<file path="config.mk">
export PLATFORM = sky130hd
export DESIGN_NAME = operand_fetch
export DESIGN_NICKNAME = d
export VERILOG_FILES = /design/src/rtl/operand_fetch.sv
export SDC_FILE = /design/constraint.sdc
export NUM_CORES = 1
export LEC_CHECK = 0
export CAP_MARGIN = 40
export CORE_MARGIN = 2
export CORE_UTILIZATION = 40
export DETAILED_ROUTE_END_ITERATION = 6
export PLACE_DENSITY = 0.63
export SYNTH_ARGS = -nofsm -noshare
export SYNTH_HDL_FRONTEND = slang
export SYNTH_SLANG_ARGS = --single-unit
</file>
<file path="constraint.sdc">
create_clock -name clk -period 4.97 [get_ports clk]
set_input_delay 0.994 -clock clk [delete_from_list [all_inputs] [get_ports clk]]
set_output_delay 0.994 -clock clk [all_outputs]
set_load 0.01 [all_outputs]
</file>
<file path="src/rtl/operand_fetch.sv">
// Operand-fetch stage: 8-entry register file, reads Rn then Rm into the A/B operand
// registers and presents them with the latched shift code under valid/ready.
module operand_fetch #(
  parameter int unsigned DATA_W = 16,
  parameter int unsigned NREG   = 8
) (
  input  logic                      clk,
  input  logic                      reset,
  input  logic                      write,
  input  logic [$clog2(NREG)-1:0]   writenum,
  input  logic [DATA_W-1:0]         data_in,
  input  logic                      start,
  input  logic [$clog2(NREG)-1:0]   rn,
  input  logic [$clog2(NREG)-1:0]   rm,
  input  logic [1:0]                shift_in,
  input  logic                      ready,
  output logic                      busy,
  output logic                      valid,
  output logic [DATA_W-1:0]         aout,
  output logic [DATA_W-1:0]         sin,
  output logic [1:0]                shift
);

  localparam int unsigned IDX_W = $clog2(NREG);

  typedef enum logic [1:0] {
    IDLE   = 2'd0,
    READ_A = 2'd1,
    READ_B = 2'd2,
    HOLD   = 2'd3
  } state_t;

  state_t             state;
  logic [IDX_W-1:0]   rn_q;
  logic [IDX_W-1:0]   rm_q;
  logic [DATA_W-1:0]  regs [NREG];

  // Status flags decode straight from the state register.
  assign busy  = (state != IDLE);
  assign valid = (state == HOLD);

  // Register file, fetch sequencing and operand registers; a same-cycle write to the
  // register being read is forwarded so the operand never picks up the stale entry.
  always_ff @(posedge clk) begin
    if (reset) begin
      state <= IDLE;
      rn_q  <= '0;
      rm_q  <= '0;
      aout  <= '0;
      sin   <= '0;
      shift <= 2'b00;
      for (int i = 0; i < int'(NREG); i++) begin
        regs[i] <= '0;
      end
    end else begin
      if (write) begin
        regs[writenum] <= data_in;
      end
      case (state)
        IDLE: begin
          if (start) begin
            rn_q  <= rn;
            rm_q  <= rm;
            shift <= shift_in;
            state <= READ_A;
          end
        end
        READ_A: begin
          aout  <= (write && (writenum == rn_q)) ? data_in : regs[rn_q];
          state <= READ_B;
        end
        READ_B: begin
          sin   <= (write && (writenum == rm_q)) ? data_in : regs[rm_q];
          state <= HOLD;
        end
        HOLD: begin
          if (ready) begin
            state <= IDLE;
          end
        end
        default: state <= IDLE;
      endcase
    end
  end

endmodule

</file>
# Word level (Yosys, flattened, before mapping)
# Memories as Yosys holds them, arrays and structs flattened. A register that Yosys moved wholly into a read port is not among the register bits.
# Index checks and enable logic that the tools add are counted.
dict set report op_classes {
  n_eq_ne 5
  n_mux 11
  n_reduce_logical 5
}
# cell count
set ops {}
lappend ops {{two-way mux 16 bit} 1}
lappend ops {{OR reduction 16 bit} 1}
lappend ops {{case mux 2 bit (4 select lines)} 1}
lappend ops {{two-way mux 1 bit} 6}
lappend ops {{equality test 2 bit (second input constant)} 2}
lappend ops {{two-way mux 2 bit} 2}
lappend ops {{!= test 2 bit (second input constant)} 2}
lappend ops {{AND reduction 2 bit} 2}
lappend ops {{two-way mux 3 bit} 1}
lappend ops {{equality test 2 x 1 -> 1 bit (second input constant)} 1}
lappend ops {{logical NOT 2 bit} 1}
lappend ops {{nonzero test 2 bit} 1}
dict set report word_totals {
  wordCells 26
  output_inout_bits 36
  n_memories 1
  mem_bits_rw 128
  reg_bits 10
}
# memory words word_bits read_ports rd_ports_with_merged_regs wr line
set mem_list {}
lappend mem_list {regs 8 16 2 2 8 36} ;# logic [DATA_W-1:0] regs [NREG];

# Depth between registers and ports, before layout
dict set report logic_depth {
  ltp_word 5
  ltp_mapped 7
  mapped_depth_nobuf 6
}

# Worst setup path before layout
# Ideal clock, no wire load.
dict set report synth_path {
  path_kind {input to register}
  startpoint {input writenum[1]}
  endpoint {register aout[3], read port of regs}
  t_required_ns 4.848
  setup_slack_ns 2.588
  t_arrival_ns 2.260
  path_buffers 2
  setup_time_ns 0.122
  cell_stages 6
  path_cell_list {buf_4 > xor2_4 > o41ai_4 > buf_6 > nor3_1 > a221o_1}
}
# item line
set synth_rtl {}
lappend synth_rtl {{start: declaration} 10} ;# input logic [$clog2(NREG)-1:0] writenum,
lappend synth_rtl {{end: declaration} 19} ;# output logic [DATA_W-1:0] aout,

==> metrics.md <==
| Metric | Value |
|---|---|
| Status | `complete, no violations` |
| Compound-gate portion of the synthesized area | `6.27%` |
| Diodes inserted | `0` |
| Post-route setup slack | `1.65 ns` |
| Measured slew at the worst slew-check pin | `0.795 ns` |
| Final Hold Viols | `0` |
| Final worst-path cycle share | `66.8%` |
| Largest family of logic cells by synthesized area | `multiplexers` |
| Grt ovf | `0` |
| CP endpoint kind | `register` |
| Relative slew slack | `46.8%` |
| Final min period | `3.32 ns` |
| Synth Area in Simple Gates | `between 10 and 15%` |
| Die W | `150 microns` |
| Drt first-iter violations | `~650` |
| RR Startpoint | `rn_q[0]$_SDFFE_PP0P_` |
| Vias in the first global route | `5763` |
| Gate Count Post-Synth | `roughly 600` |
| Levels on crit path | `6` |
| Final TNS setup | `0 ns` |
| Post-synth top cells | `and2_1, edfxtp_1, mux4_2` |
| Fillers | `between 1500 and 2000` |
| R2R depth | `5` |
| Xor-xnor portion of the synthesized cell area | `about 1.0%` |
| Routability cong. | `around 0.80` |
| Worst-path maximum fanout | `24` |
| CTS max path bufs | `2` |
| Worst Hold Launch | `shift[1]$_SDFFE_PP0P_` |
| Starting Density | `40.7%` |
| Adder-cell share of the synthesized area | `0.585%` |
| Fin. max-slew vios | `0` |
| Sequential power share | `between 40% and 50%` |
| Cts hold-fix bufs | `0` |
| Share of layout cells above drive strength 1 | `20.9%` |
| Peak Freq | `about 300 MHz` |
| Cell area power density | `423 nW/um^2` |
| Cts repair resizes | `0` |
| Nets | `approximately 720` |
| Element type at the critical path start | `input port` |
| Crit path max-delay family | `simple AND/OR/NAND/NOR gates` |
| Yosys warnings | `0` |
| Skew final | `0.00839 ns` |
| Place WS | `1.23 ns` |
| Static Leak | `3.46 nW` |
| First-pass GRT wire length | `34600 microns` |
| Synth top area cells | `edfxtp_1, mux4_2, dfxtp_1, and2_1, mux2_2` |
| Core area | `21000 sq um` |
| Num rows | `53` |
| Clock-pin slew on the worst setup and hold paths | `0.06 ns` |
| Syn_nets | `approximately 650` |
| Post-route ant nets | `0` |
| Ys flop type | `edfxtp_1` |
| Share of power burned in combinational logic | `roughly a quarter` |
| Critical Path, Cell by Cell | `clkdlybuf4s50_1, nor2b_1, nand2b_1, nor2_1, buf_4, or2_2` |
| Via count | `about 5500` |
| CP Launch Point | `reset` |
| RSZ-0062 raised after global routing | `false` |
| Kind of critical path | `in -> reg` |
| Clock latency on the worst-skew pair | `0.43 ns` |
| MaxCap Viol Count | `0` |
| Sw Ratio | `28.3%` |
| Area delta synth->final | `18.1%` |
| Leading area contributor after synthesis | `edfxtp_1` |
| Crit path buf inv count | `2` |
| Final setup fails | `0` |
| FF+latch count, synth | `170` |
| Worst hold path depth | `2` |
| Cts bufs inserted | `17` |
| Post-synth ARST share | `0%` |
| Die H | `150 microns` |
| Sequential fraction of the synthesis area | `54.8%` |
| Post-synthesis mux area share | `just under 20%` |
| Routed wire length | `22900 microns` |
| HPWL after DPL | `between 10000 and 15000 microns` |
| Drt via density | `5.73` |
| IO Port Bufs | `67` |
| Critical Path Max Stage Delay | `0.81 ns` |
| TritonRoute pass-1 iters | `6` |
| Top cell type's share of synthesized area | `44.9%` |
| VDD IR max | `between 0.15 and 0.2 mV` |
| I/O pin count | `68` |
| Htree depth | `4` |
| Die Footprint | `approximately 23000 sq um` |
| Largest net degree at the start of global routing | `37` |
| Antenna violations before repair | `0` |
| Post-synthesis cell type count | `34` |
| Critical Path RT | `5.04 ns` |
| Clock root buffer | `clkbuf_16` |
| Mean Syn Cell Area | `about 14 sq um` |
| Number of synthesized flops with an enable pin | `128` |
| Clock share of power | `between 30% and 40%` |
| CTS tree | `built` |
| Postcts setup bufs | `0` |
| Internal | `0.00307 W` |
| Slowest stage cell, crit path | `clkdlybuf4s50_1` |
| DRC | `0` |
| WL per Instance | `23.6 microns` |
| Clock sink total | `170` |
| Syn Std Cell Area | `8550 sq um` |
| GRT Overall Usage | `between 20% and 30%` |
| CP arrival | `3.38 ns` |
| Hold Path Class | `reg -> reg` |
| Psw | `between 0.001 and 0.0015 W` |
## final timing paths
| kind | endpoint | slack, ns |
|---|---|---|
| worst max-delay path | regs[6][11]$_SDFFCE_PN0P_ | 1.65 |
| worst min-delay path | shift[1]$_SDFFE_PP0P_ | 0.47 |
| worst max register to register | aout[15]$_SDFFE_PP0N_ | 2.72 |
| worst min register to register | shift[1]$_SDFFE_PP0P_ | 0.47 |
## stage by stage
stage	power, W	cells	util [%]	hold WS (ns)	instance area (sq um)
CTS	0.00430	968	48.1	0.469	10100
floorplan	0.00253	617	-	0.481	8550
global route	0.00446	968	48.1	0.495	10100
finish	0.00428	968	48.1	0.469	10100
detailed placement	0.00296	936	45.1	0.460	9490
global placement	0.00294	935	45.1	0.453	9470
## metal layers
layer	GRT usage, %	share of wire [%]	routed length (microns)
met1	29.4	43	9900
met2	33.3	47	10700
met3	3.61	6.9	1570
met4	9.01	3.3	753
met5	0	0	0
## worst reg2reg max path: stages (launching register included)
cell and delay (ns):
dfxtp_2 0.58, buf_4 0.47, nand2b_1 0.44, o22ai_1 0.30, nor3_1 0.09, a221o_1 0.27
## final cells by class
class | count | area [sq um] | area share (%)
Clock buffer | 30 | 597 | 5.91
Tap cell | 275 | 344 | 3.41
Sequential cell | 170 | 4690 | 46.4
Clock inverter | 2 | 17.5 | 0.173
Timing Repair Buffer | 87 | 828 | 8.20
Inverter | 7 | 26.3 | 0.260
Multi-Input combinational cell | 397 | 3600 | 35.7
## state kept, by name, indices dropped and copies added (netlist names)
register  count
aout         16
regs        128
rm_q          3
rn_q          3
shift         2
sin          16
state         2
## power by group through the flow
stage | clock network (W) | registers, W | logic [W]
floorplan | 0 | 0.00183 | 0.000700
global placement | 0 | 0.00183 | 0.00112
detailed placement | 0 | 0.00183 | 0.00113
CTS | 0.00137 | 0.00181 | 0.00113
global route | 0.00142 | 0.00182 | 0.00121
finish | 0.00135 | 0.00180 | 0.00112
## layout by cell type, fill, tap and decap left out, drive strengths merged
cell	count
and2	128
nor3	13
edfxtp	128
a21oi	9
nor2b	4
nand3	8
mux2	32
mux4	46
clkinv	2
nor2	34
o41ai	2
o22ai	16
mux2i	28
nand2	14
clkdlybuf4s50	67
ha	4
nor4	2
xor2	6
inv	7
and3	1
and4b	1
o32ai	2
clkbuf	30
a2111oi	1
a221o	31
buf	20
dfxtp	42
nand2b	6
or2	9
## cell families (layout without fill, tap and decap cells)
kind of cell | after synthesis | after routing
buffers and inverters | 50 | 126
multiplexers | 106 | 106
AND/OR/NAND/NOR | 220 | 220
flip-flops | 170 | 170
adder cells (fa/ha/maj) | 4 | 4
XOR/XNOR | 6 | 6
AO/OA/AOI/OAI | 61 | 61
Power figures use the tool's default switching activity.
